$ cat config.mk
export PLATFORM = sky130hd
export DESIGN_NAME = demux_1x4
export DESIGN_NICKNAME = d
export VERILOG_FILES = /design/src/rtl/demux_pkg.sv /design/src/rtl/demux_sel_dec.sv /design/src/rtl/demux_1x4.sv
export SDC_FILE = /design/constraint.sdc
export NUM_CORES = 1
export LEC_CHECK = 0
export BUFFER_PORTS_ARGS = -buffer_cell sky130_fd_sc_hd__buf_4
export CELL_PAD_IN_SITES_DETAIL_PLACEMENT = 2
export CELL_PAD_IN_SITES_GLOBAL_PLACEMENT = 2
export CORE_MARGIN = 4
export CORE_UTILIZATION = 25
export DETAILED_ROUTE_END_ITERATION = 10
export PLACE_DENSITY = 0.69
export SLEW_MARGIN = 20
export SYNTH_ARGS = -nofsm -noshare
export SYNTH_HDL_FRONTEND = slang
export SYNTH_SLANG_ARGS = --single-unit
$ cat constraint.sdc
create_clock -name clk -period 0.8 [get_ports clk]
set_input_delay 0.04 -clock clk [delete_from_list [all_inputs] [get_ports clk]]
set_output_delay 0.04 -clock clk [all_outputs]
set_load 0.02 [all_outputs]
$ cat src/rtl/demux_pkg.sv
// Shared constants for the 1-to-4 registered demultiplexer.
// Channel indices line up with the sel encoding and the sel_oh bit order.
package demux_pkg;

    localparam int SEL_W  = 2;
    localparam int NUM_CH = 4;

    localparam int CH_X = 0;
    localparam int CH_Y = 1;
    localparam int CH_Z = 2;
    localparam int CH_K = 3;

endpackage : demux_pkg

$ cat src/rtl/demux_sel_dec.sv
// Combinational decode of the 2-bit route select into a one-hot channel vector.
// Every select value has its own arm, so no code falls through to a held value.
module demux_sel_dec
    import demux_pkg::*;
(
    input  logic [SEL_W-1:0]  sel_i,
    output logic [NUM_CH-1:0] onehot_o
);

    always_comb begin
        onehot_o = '0;
        case (sel_i)
            2'b00:   onehot_o[CH_X] = 1'b1;
            2'b01:   onehot_o[CH_Y] = 1'b1;
            2'b10:   onehot_o[CH_Z] = 1'b1;
            2'b11:   onehot_o[CH_K] = 1'b1;
            default: onehot_o = '0;
        endcase
    end

endmodule : demux_sel_dec

$ cat src/rtl/demux_1x4.sv
// Registered 1-to-4 demultiplexer: the selected channel loads a, the others load
// the idle fill pattern. Also reports the captured select one-hot and a change pulse.
module demux_1x4
    import demux_pkg::*;
#(
    parameter int WIDTH    = 1,
    parameter bit IDLE_VAL = 1'b0
) (
    input  logic              clk,
    input  logic              rst,
    input  logic [WIDTH-1:0]  a,
    input  logic [SEL_W-1:0]  sel,
    output logic [WIDTH-1:0]  x,
    output logic [WIDTH-1:0]  y,
    output logic [WIDTH-1:0]  z,
    output logic [WIDTH-1:0]  k,
    output logic [NUM_CH-1:0] sel_oh,
    output logic              sel_chg
);

    localparam logic [WIDTH-1:0] FILL = {WIDTH{IDLE_VAL}};

    logic [NUM_CH-1:0] oh_d;
    logic [WIDTH-1:0]  x_d, y_d, z_d, k_d;
    logic              chg_d;

    logic [WIDTH-1:0]  x_q, y_q, z_q, k_q;
    logic [NUM_CH-1:0] oh_q;
    logic              chg_q;
    logic [SEL_W-1:0]  sel_prev_q;

    demux_sel_dec u_sel_dec (
        .sel_i    (sel),
        .onehot_o (oh_d)
    );

    always_comb begin
        x_d   = oh_d[CH_X] ? a : FILL;
        y_d   = oh_d[CH_Y] ? a : FILL;
        z_d   = oh_d[CH_Z] ? a : FILL;
        k_d   = oh_d[CH_K] ? a : FILL;
        chg_d = (sel != sel_prev_q);
    end

    // Reset wins over capture; the previous-sel register returns to 00 so the
    // first capture after reset is judged against channel x.
    always_ff @(posedge clk) begin
        if (rst) begin
            x_q        <= FILL;
            y_q        <= FILL;
            z_q        <= FILL;
            k_q        <= FILL;
            oh_q       <= '0;
            chg_q      <= 1'b0;
            sel_prev_q <= '0;
        end else begin
            x_q        <= x_d;
            y_q        <= y_d;
            z_q        <= z_d;
            k_q        <= k_d;
            oh_q       <= oh_d;
            chg_q      <= chg_d;
            sel_prev_q <= sel;
        end
    end

    assign x       = x_q;
    assign y       = y_q;
    assign z       = z_q;
    assign k       = k_q;
    assign sel_oh  = oh_q;
    assign sel_chg = chg_q;

endmodule : demux_1x4

Yosys cells after proc, flatten, opt, wreduce, memory -nomap -nowiden:

Cells that the tools add are included.

* input bits: 5
* logic and storage cells: 24
* bits in registers: 11

* mux-type cells: 4
* reductions and logical operators: 5
* eq/ne operators: 4
* bitwise gates (word level): 4

Operator list (count)
* $reduce_or 2->1: 4
* $eq 2x2->1 const B: 2
* $mux 1: 4
* $not 1->1: 4
* $eq 2x1->1 const B: 1
* $logic_not 2->1: 1
* $ne 2x2->1: 1

Depth between registers and ports, before layout:

Gate-level depths: netlist of run 1.

* word-level depth: 4
* depth in mapped cells: 3

By module:

Synthesis of run 1 repeated with hierarchy kept, for this count alone.

* cells, all modules: 28
* area, all modules: 346.6 µm²

Modules (own cells, without submodules)
* demux_1x4: seq. area each 220.2 µm², area an instance 320.3 µm², cells each 24, times used 1
* demux_sel_dec: seq. area each 0.0 µm², area an instance 26.3 µm², cells each 4, times used 1

Worst setup path before layout of run 1:

OpenSTA, ideal clock, no wires.

* kind: reg-to-reg
* from: register sel_prev_q[1]
* to: register chg_q, in the netlist sel_chg
* arrival time: 471 ps
* buffers on the path: 0
* path slack: 208 ps
* cell stages (with the launch flop): 3
* cells stage by stage: dfxtp_1 -> xnor2_1 -> a21oi_1

* word-level cells in the longest chain between the ends: 1

Ends and longest elaborated chain
* from (decl): line demux_1x4.sv:30 `logic [SEL_W-1:0] sel_prev_q;`
* from (signal assigned): line demux_1x4.sv:63 `sel_prev_q <= sel;`
* $ne 2x2->1: line demux_1x4.sv:42 `chg_d = (sel != sel_prev_q);`
* to (signal assigned): line demux_1x4.sv:62 `chg_q <= chg_d;`
* to (decl): line demux_1x4.sv:29 `logic chg_q;`

Every way passes these cells.
A chain may end at the register's enable or synchronous reset.

Final worst setup path of run 1:

* from: register z_q, in the netlist z
* to: output z

RTL lines
* from (decl): line demux_1x4.sv:27 `logic [WIDTH-1:0] x_q, y_q, z_q, k_q;`
* from (signal assigned): line demux_1x4.sv:59 `z_q <= z_d;`
* to (decl): line demux_1x4.sv:15 `output logic [WIDTH-1:0] z,`

No word-level cell between the ends.

==> reports/metrics.csv, run 1 <==
stage,metric,value,unit
setup_path,CP max FO,1,
yosys,"EDFF count, synth",0,
route,DRC viols,0,
timing,Rel. slew slack,0.845,
place,dpl cells,51,
flow_run,max_cap viols,0,
clock_tree,Clock Root Buffer,clkbuf_4,
setup_path,WP data required,760,ps
power,VDD IR max,0.905,mV
status,status,"finished, violations left",
timing,"Slew Viols, Final",0,
yosys,adder-cell share of the synthesized area,0,
place,placer congestion estimate,0.626,
final_layout,register area,223,um^2
yosys,cell taking the most area after synthesis,dfxtp_1,
grt,overall routing resource usage,0.0877,
setup_path,critical path launch point type,flop,
yosys,"Seq/Total Area, Yosys",0.667,
timing,Max Freq,1330,MHz
route,via count normalized by instance count,4.21,
final_layout,fill count,131,
grt,largest net degree at the start of global routing,10,
clock_tree,Worst-path clk slew,70,ps
setup_path,dominant delay contributor by cell family on the critical path,flip-flops,
power,Leakage Power,0.227,nW
route,Vias,240,
route,ANT nets after route,0,
yosys,Synth area leaders,"dfxtp_1, nor4bb_1, xnor2_1, and2b_1, and4b_1",
place,Placed Area,438,um^2
clock_tree,Sink Count,11,
yosys,Netlist Area Pre-Place,330,um^2
setup_path,CP max stage delay,320,ps
clock_tree,CTS tree,done,
clock_tree,clock tree buffer depth,2,
yosys,"count leader, synth",dfxtp_1,
floorplanning,Die Y,44.4,um
floorplanning,Die Wd,44.4,um
clock_tree,H-tree levels,1,
clock_tree,worst skew pair latency,260,ps
grt,antenna violations before repair,0,
setup_path,slowest CP cell,dfxtp_2,
floorplanning,# rows,12,
power,Tot Pwr,0.00107,W
clock_tree,total CTS buffers,3,
final_layout,"Core Util, Final",0.425,
yosys,top-area cell type share of the netlist area,0.667,
floorplanning,Initial Utilization,0.282,
place,DPL Wire Length,533,um
timing,final hold vios,2,
status,failing checks,negative hold slack,
yosys,"Async S/R FF share, synth",0,
timing,fin crit share,0.941,
timing,WHS,-3.03,ps
setup_path,crit path DAT,710,ps
floorplanning,total die area,1970,um^2
timing,final setup fails,0,
timing,Slew @ Worst Pin,229,ps
setup_path,critical path class,reg2out,
yosys,Cells after Synth,25,
grt,total congestion overflow,0,
route,first-pass detailed-route iteration total,2,
min_path,Hold Crit Class,in2reg,
yosys,Synth Area in XOR/XNOR,0.0530,
final_layout,nets,49,
yosys,main combinational cell family by area after synthesis,simple AND/OR/NAND/NOR gates,
yosys,YS warnings,0,
final_layout,multi-input logic area,103,um^2
grt,first-pass GRT wire length,1.12,mm
final_layout,fin area,498,um^2
yosys,Simple-Gate Fraction of Synth Area,0.242,
setup_path,CP Cell Sequence,buf_6,
floorplanning,core area,1170,um^2
place,Placement Setup Slack,176,ps
final_layout,share of layout cells above drive strength 1,0.442,
yosys,ys flop type,dfxtp_1,
final_layout,ANT cells,0,
timing,setup ws final,47.2,ps
yosys,mux cell area share after synthesis,0,
place,IO Port Bufs,13,
route,wire length per cell,12.7,um
yosys,Post-synth top cells,"dfxtp_1, and2b_1, nor4bb_1, xnor2_1",
setup_path,crit path buf inv count,1,
setup_path,Worst Setup End Kind,primary output,
yosys,Synth Area in Compound Gates,0.0152,
yosys,synthesis-stage register bit count,11,
final_layout,Layout Cells excl Fill,57,
grt,vias in the first global route,253,
route,final WL,724,um
yosys,"Distinct cells, synth",12,
yosys,"Net Count, Synth",30,
floorplanning,# IOs,14,
route,initial DRC count,1,
clock_tree,Post CTS Setup Buffer Count,0,
timing,crit path time final,753,ps
power,Pwr per Cell Area,2160,nW/um^2
timing,Setup Skew,1.35,ps
yosys,syn avg cell area,13.2,um^2
final_layout,area grow syn2layout,50.8,%
-- sequential cells by signal, summed over array words and instances (netlist names) --
name,flops
sel_prev_q,2
x,1
k,1
y,1
sel_oh,4
z,1
sel_chg,1
-- logic make-up after synthesis --
kind of cell,count (synthesis)
AND/OR/NAND/NOR,10
XOR/XNOR,2
flip-flops,11
AO/OA/AOI/OAI,1
buffers and inverters,1
-- routing by layer --
metal / routed length (um) / part of all wire / global-route usage / vias up
met5: 0 / 0 / 0 / -
met4: 0 / 0 / 0.0542 / 0
met3: 67 / 0.093 / 0.0732 / 0
met2: 382 / 0.53 / 0.125 / 10
met1: 274 / 0.38 / 0.0862 / 111
li1: - / - / - / 119
-- final timing paths --
| path | from | endpoint | slack, ps | depth (start not counted) |
|---|---|---|---|---|
| worst max-delay path | z | z | 50 | 1 |
| worst min-delay path | sel[1] | x | -3 | 2 |
| worst max register to register | sel_prev_q[0] | sel_chg | 180 | 2 |
| worst min register to register | sel_prev_q[0] | sel_chg | 530 | 2 |
-- layout by cell type (no fill, tap or decap) --
master / n
clkbuf_1: 1
buf_4: 10
nor4b_1: 1
and4b_1: 1
dlygate4sd3_1: 2
dfxtp_1: 9
nor3_1: 1
a21oi_1: 1
and2b_1: 2
dfxtp_2: 2
clkbuf_4: 3
buf_6: 3
xnor2_1: 2
nor2b_1: 1
nor2b_2: 1
and2_1: 1
nor4bb_1: 2
-- cell type report --
cell class / instances / share of cell area
timing repair buffer: 15 / 0.259
tap: 14 / 0.0352
sequential: 11 / 0.447
clock buffer: 4 / 0.0528
multi-input combinational: 13 / 0.206
-- where the power goes --
| group | switching, W | leakage, nW | internal (W) |
|---|---|---|---|
| sequential | 0.00000766 | 0.0914 | 0.000571 |
| combinational | 0.0000584 | 0.120 | 0.0000643 |
| clock | 0.000180 | 0.0150 | 0.000193 |
-- repair_timing --
action,in CTS,in global routing
endpoints found under the hold margin,0,6
resized for setup,0,5
hold buffers,0,2
setup endpoints to repair,0,3
-- stage by stage --
stage | hold WS [ps] | TNS (ps)
global route | -19.9 | -5.68
finish | -3.03 | 0
CTS | 0.559 | 0
floorplan | 109 | 0
detailed placement | 276 | 0
global placement | 270 | 0
(Power assumes the default switching activity.)
==> run 2, diff against run 1 <==
- SYNTH_HIERARCHICAL: default -> 1
==> reports/metrics.csv, run 2 <==
stage,metric,value,unit,change
status,status,"finished, violations left",,
status,failing checks,negative hold slack,,
place,IO Port Bufs,13,,unchanged
clock_tree,H-tree levels,1,,unchanged
final_layout,Layout Cells excl Fill,65,,+14%
yosys,mux cell area share after synthesis,0,,unchanged
timing,final setup fails,0,,unchanged
route,DRC viols,0,,unchanged
setup_path,Worst Setup End Kind,flop,,
setup_path,CP startpoint,rst,,
yosys,Simple-Gate Fraction of Synth Area,0.300,,+0.0572
power,Leakage Power,0.247,nW,+8.8%
grt,first-pass GRT wire length,1.24,mm,+11%
setup_path,CP max FO,7,,+6
floorplanning,Die Wd,45.2,um,+2.0%
yosys,"Distinct cells, synth",9,,-3
final_layout,share of layout cells above drive strength 1,0.500,,+0.0581
route,Met1 Wirelength,310,um,+13%
timing,crit path time final,798,ps,+45.2 ps
floorplanning,# rows,13,,+1
grt,antenna violations before repair,0,,unchanged
yosys,"count leader, synth",dfxtp_1,,
yosys,Synth Area in XOR/XNOR,0.0505,,-0.00249
yosys,Synth Area in Compound Gates,0.0144,,-0.000711
yosys,"Async S/R FF share, synth",0,,unchanged
yosys,Synth area leaders,"dfxtp_1, nor2b_2, and2b_2, and2_1, xnor2_1",,
yosys,Netlist Area Pre-Place,347,um^2,+4.9%
floorplanning,Die Y,45.2,um,+2.0%
timing,WHS,-6.61,ps,-3.57 ps
route,DR WL met3,65,um,-3.0%
min_path,Hold Crit Class,in2reg,,
timing,Max Freq,1250,MHz,-5.7%
place,dpl cells,56,,+9.8%
floorplanning,# IOs,14,,unchanged
route,final WL,851,um,+18%
timing,Rel. slew slack,0.905,,+0.0602
clock_tree,Clock Root Buffer,clkbuf_4,,
grt,vias in the first global route,289,,+14%
power,Pwr per Cell Area,2030,nW/um^2,-5.9%
final_layout,ANT cells,0,,unchanged
yosys,YS warnings,6,,+6
setup_path,RR Startpoint,sel_prev_q[0],,
grt,total congestion overflow,0,,unchanged
min_path,Worst Min Path Start,rst,,
yosys,adder-cell share of the synthesized area,0,,unchanged
final_layout,highest-count cells in the layout ignoring fill and taps,"buf_4, dfxtp_1, dlygate4sd3_1",,
final_layout,"Core Util, Final",0.418,,-0.00694
clock_tree,Post CTS Setup Buffer Count,0,,unchanged
timing,Slew @ Worst Pin,141,ps,-88.0 ps
timing,"Slew Viols, Final",0,,unchanged
final_layout,fill count,134,,+2.3%
yosys,"Seq/Total Area, Yosys",0.635,,-0.0313
place,Placed Area,463,um^2,+5.7%
yosys,syn avg cell area,12.4,um^2,-6.3%
timing,fin crit share,0.998,,+0.0566
floorplanning,total die area,2050,um^2,+4.0%
setup_path,Reg2Reg Depth,2,,unchanged
route,first-pass detailed-route iteration total,2,,unchanged
setup_path,"setup slack, reg-to-reg",150,ps,-30 ps
yosys,"Net Count, Synth",33,,+10%
place,placer congestion estimate,0.641,,+2.3%
clock_tree,total CTS buffers,3,,unchanged
power,VDD IR max,0.812,mV,-10%
clock_tree,Worst-path clk slew,70,ps,about the same
final_layout,area grow syn2layout,57.0,%,
route,Vias,264,,+10%
final_layout,"commonest non-fill, non-tap cell in the layout",buf_4,,
setup_path,WP data required,1010,ps,+250 ps
floorplanning,Initial Utilization,0.266,,-0.0157
yosys,ys flop type,dfxtp_1,,
setup_path,critical path launch point type,input pin,,
clock_tree,clock tree buffer depth,2,,unchanged
setup_path,crit path DAT,1010,ps,+300 ps
floorplanning,core area,1300,um^2,+11%
route,initial DRC count,2,,+1
grt,overall routing resource usage,0.0930,,+0.00527
timing,Setup Skew,0.395,ps,-0.957 ps
yosys,Post-synth top cells,"dfxtp_1, and2_1, nor2b_2",,
yosys,cell taking the most area after synthesis,dfxtp_1,,
route,wire length per cell,13.1,um,+3.1%
clock_tree,Sink Count,11,,unchanged
yosys,main combinational cell family by area after synthesis,simple AND/OR/NAND/NOR gates,,
yosys,"EDFF count, synth",0,,unchanged
yosys,synthesis-stage register bit count,11,,unchanged
yosys,Cells after Synth,28,,+12%
route,via count normalized by instance count,4.06,,-3.5%
route,met2 wire len,475,um,+24%
min_path,Hold Crit Depth,2,,unchanged
clock_tree,CTS tree,done,,
setup_path,critical path class,in2reg,,
timing,final hold vios,1,,-1
route,ANT nets after route,0,,unchanged
final_layout,nets,56,,+14%
grt,largest net degree at the start of global routing,8,,-2
final_layout,fin area,544,um^2,+9.3%
final_layout,Largest register FFs,4,,unchanged
route,top routing layer used,met3,,
clock_tree,worst skew pair latency,270,ps,about the same
yosys,top-area cell type share of the netlist area,0.635,,-0.0313
flow_run,max_cap viols,0,,unchanged
run 2: path summary, 6_finish.rpt:
kind                    end
setup / recovery          z
hold / removal    sel_oh[3]
setup reg to reg    sel_chg
hold reg to reg     sel_chg
run 2: per-layer routing:
| metal | GRT usage | vias to the layer above |
|---|---|---|
| met3 | 0.0239 | 0 |
| met2 | 0.167 | 7 |
| li1 | - | 130 |
| met4 | 0.0877 | 0 |
| met5 | 0 | - |
| met1 | 0.0819 | 127 |
run 2: final cells by class:
type | count | area (um^2) | area share
clock buffers | 4 | 26.3 | 0.0483
multi-input cells | 17 | 126 | 0.232
flip-flops and latches | 11 | 221 | 0.407
well taps | 15 | 18.8 | 0.0345
repair buffers | 18 | 151 | 0.278
run 2: cell families after synthesis:
kind of cell	after synthesis
AND/OR/NAND/NOR	14
flip-flops	11
XOR/XNOR	2
AO/OA/AOI/OAI	1
run 2: critical path: stages:
cell and delay [ps]:
buf_4 140, dlygate4sd3_1 580, nor2b_2 130, and2_1 120
run 2: timing repair:
| action | CTS | global route |
|---|---|---|
| gates resized for setup | 0 | 2 |
| hold buffers | 2 | 3 |
| endpoints found under the hold margin | 6 | 1 |
| setup endpoints to repair | 0 | 2 |
run 2: per-stage QoR:
stage / setup TNS [ps] / worst slack (ps) / total power [W]
final: 0 / 1.93 / 0.00111
after global routing: -11.0 / -7.16 / 0.00116
after CTS: 0 / 11.6 / 0.00111
after detailed placement: -19.9 / -19.9 / 0.000714
after global placement: 0 / 40.1 / 0.000706
after floorplan: 0 / 189 / 0.000649
run 2: where the power goes:
group	switching [W]	internal [W]
Clock	0.000194	0.000193
Sequential	0.00000716	0.000571
Combinational	0.0000625	0.0000780
Total	0.000264	0.000842
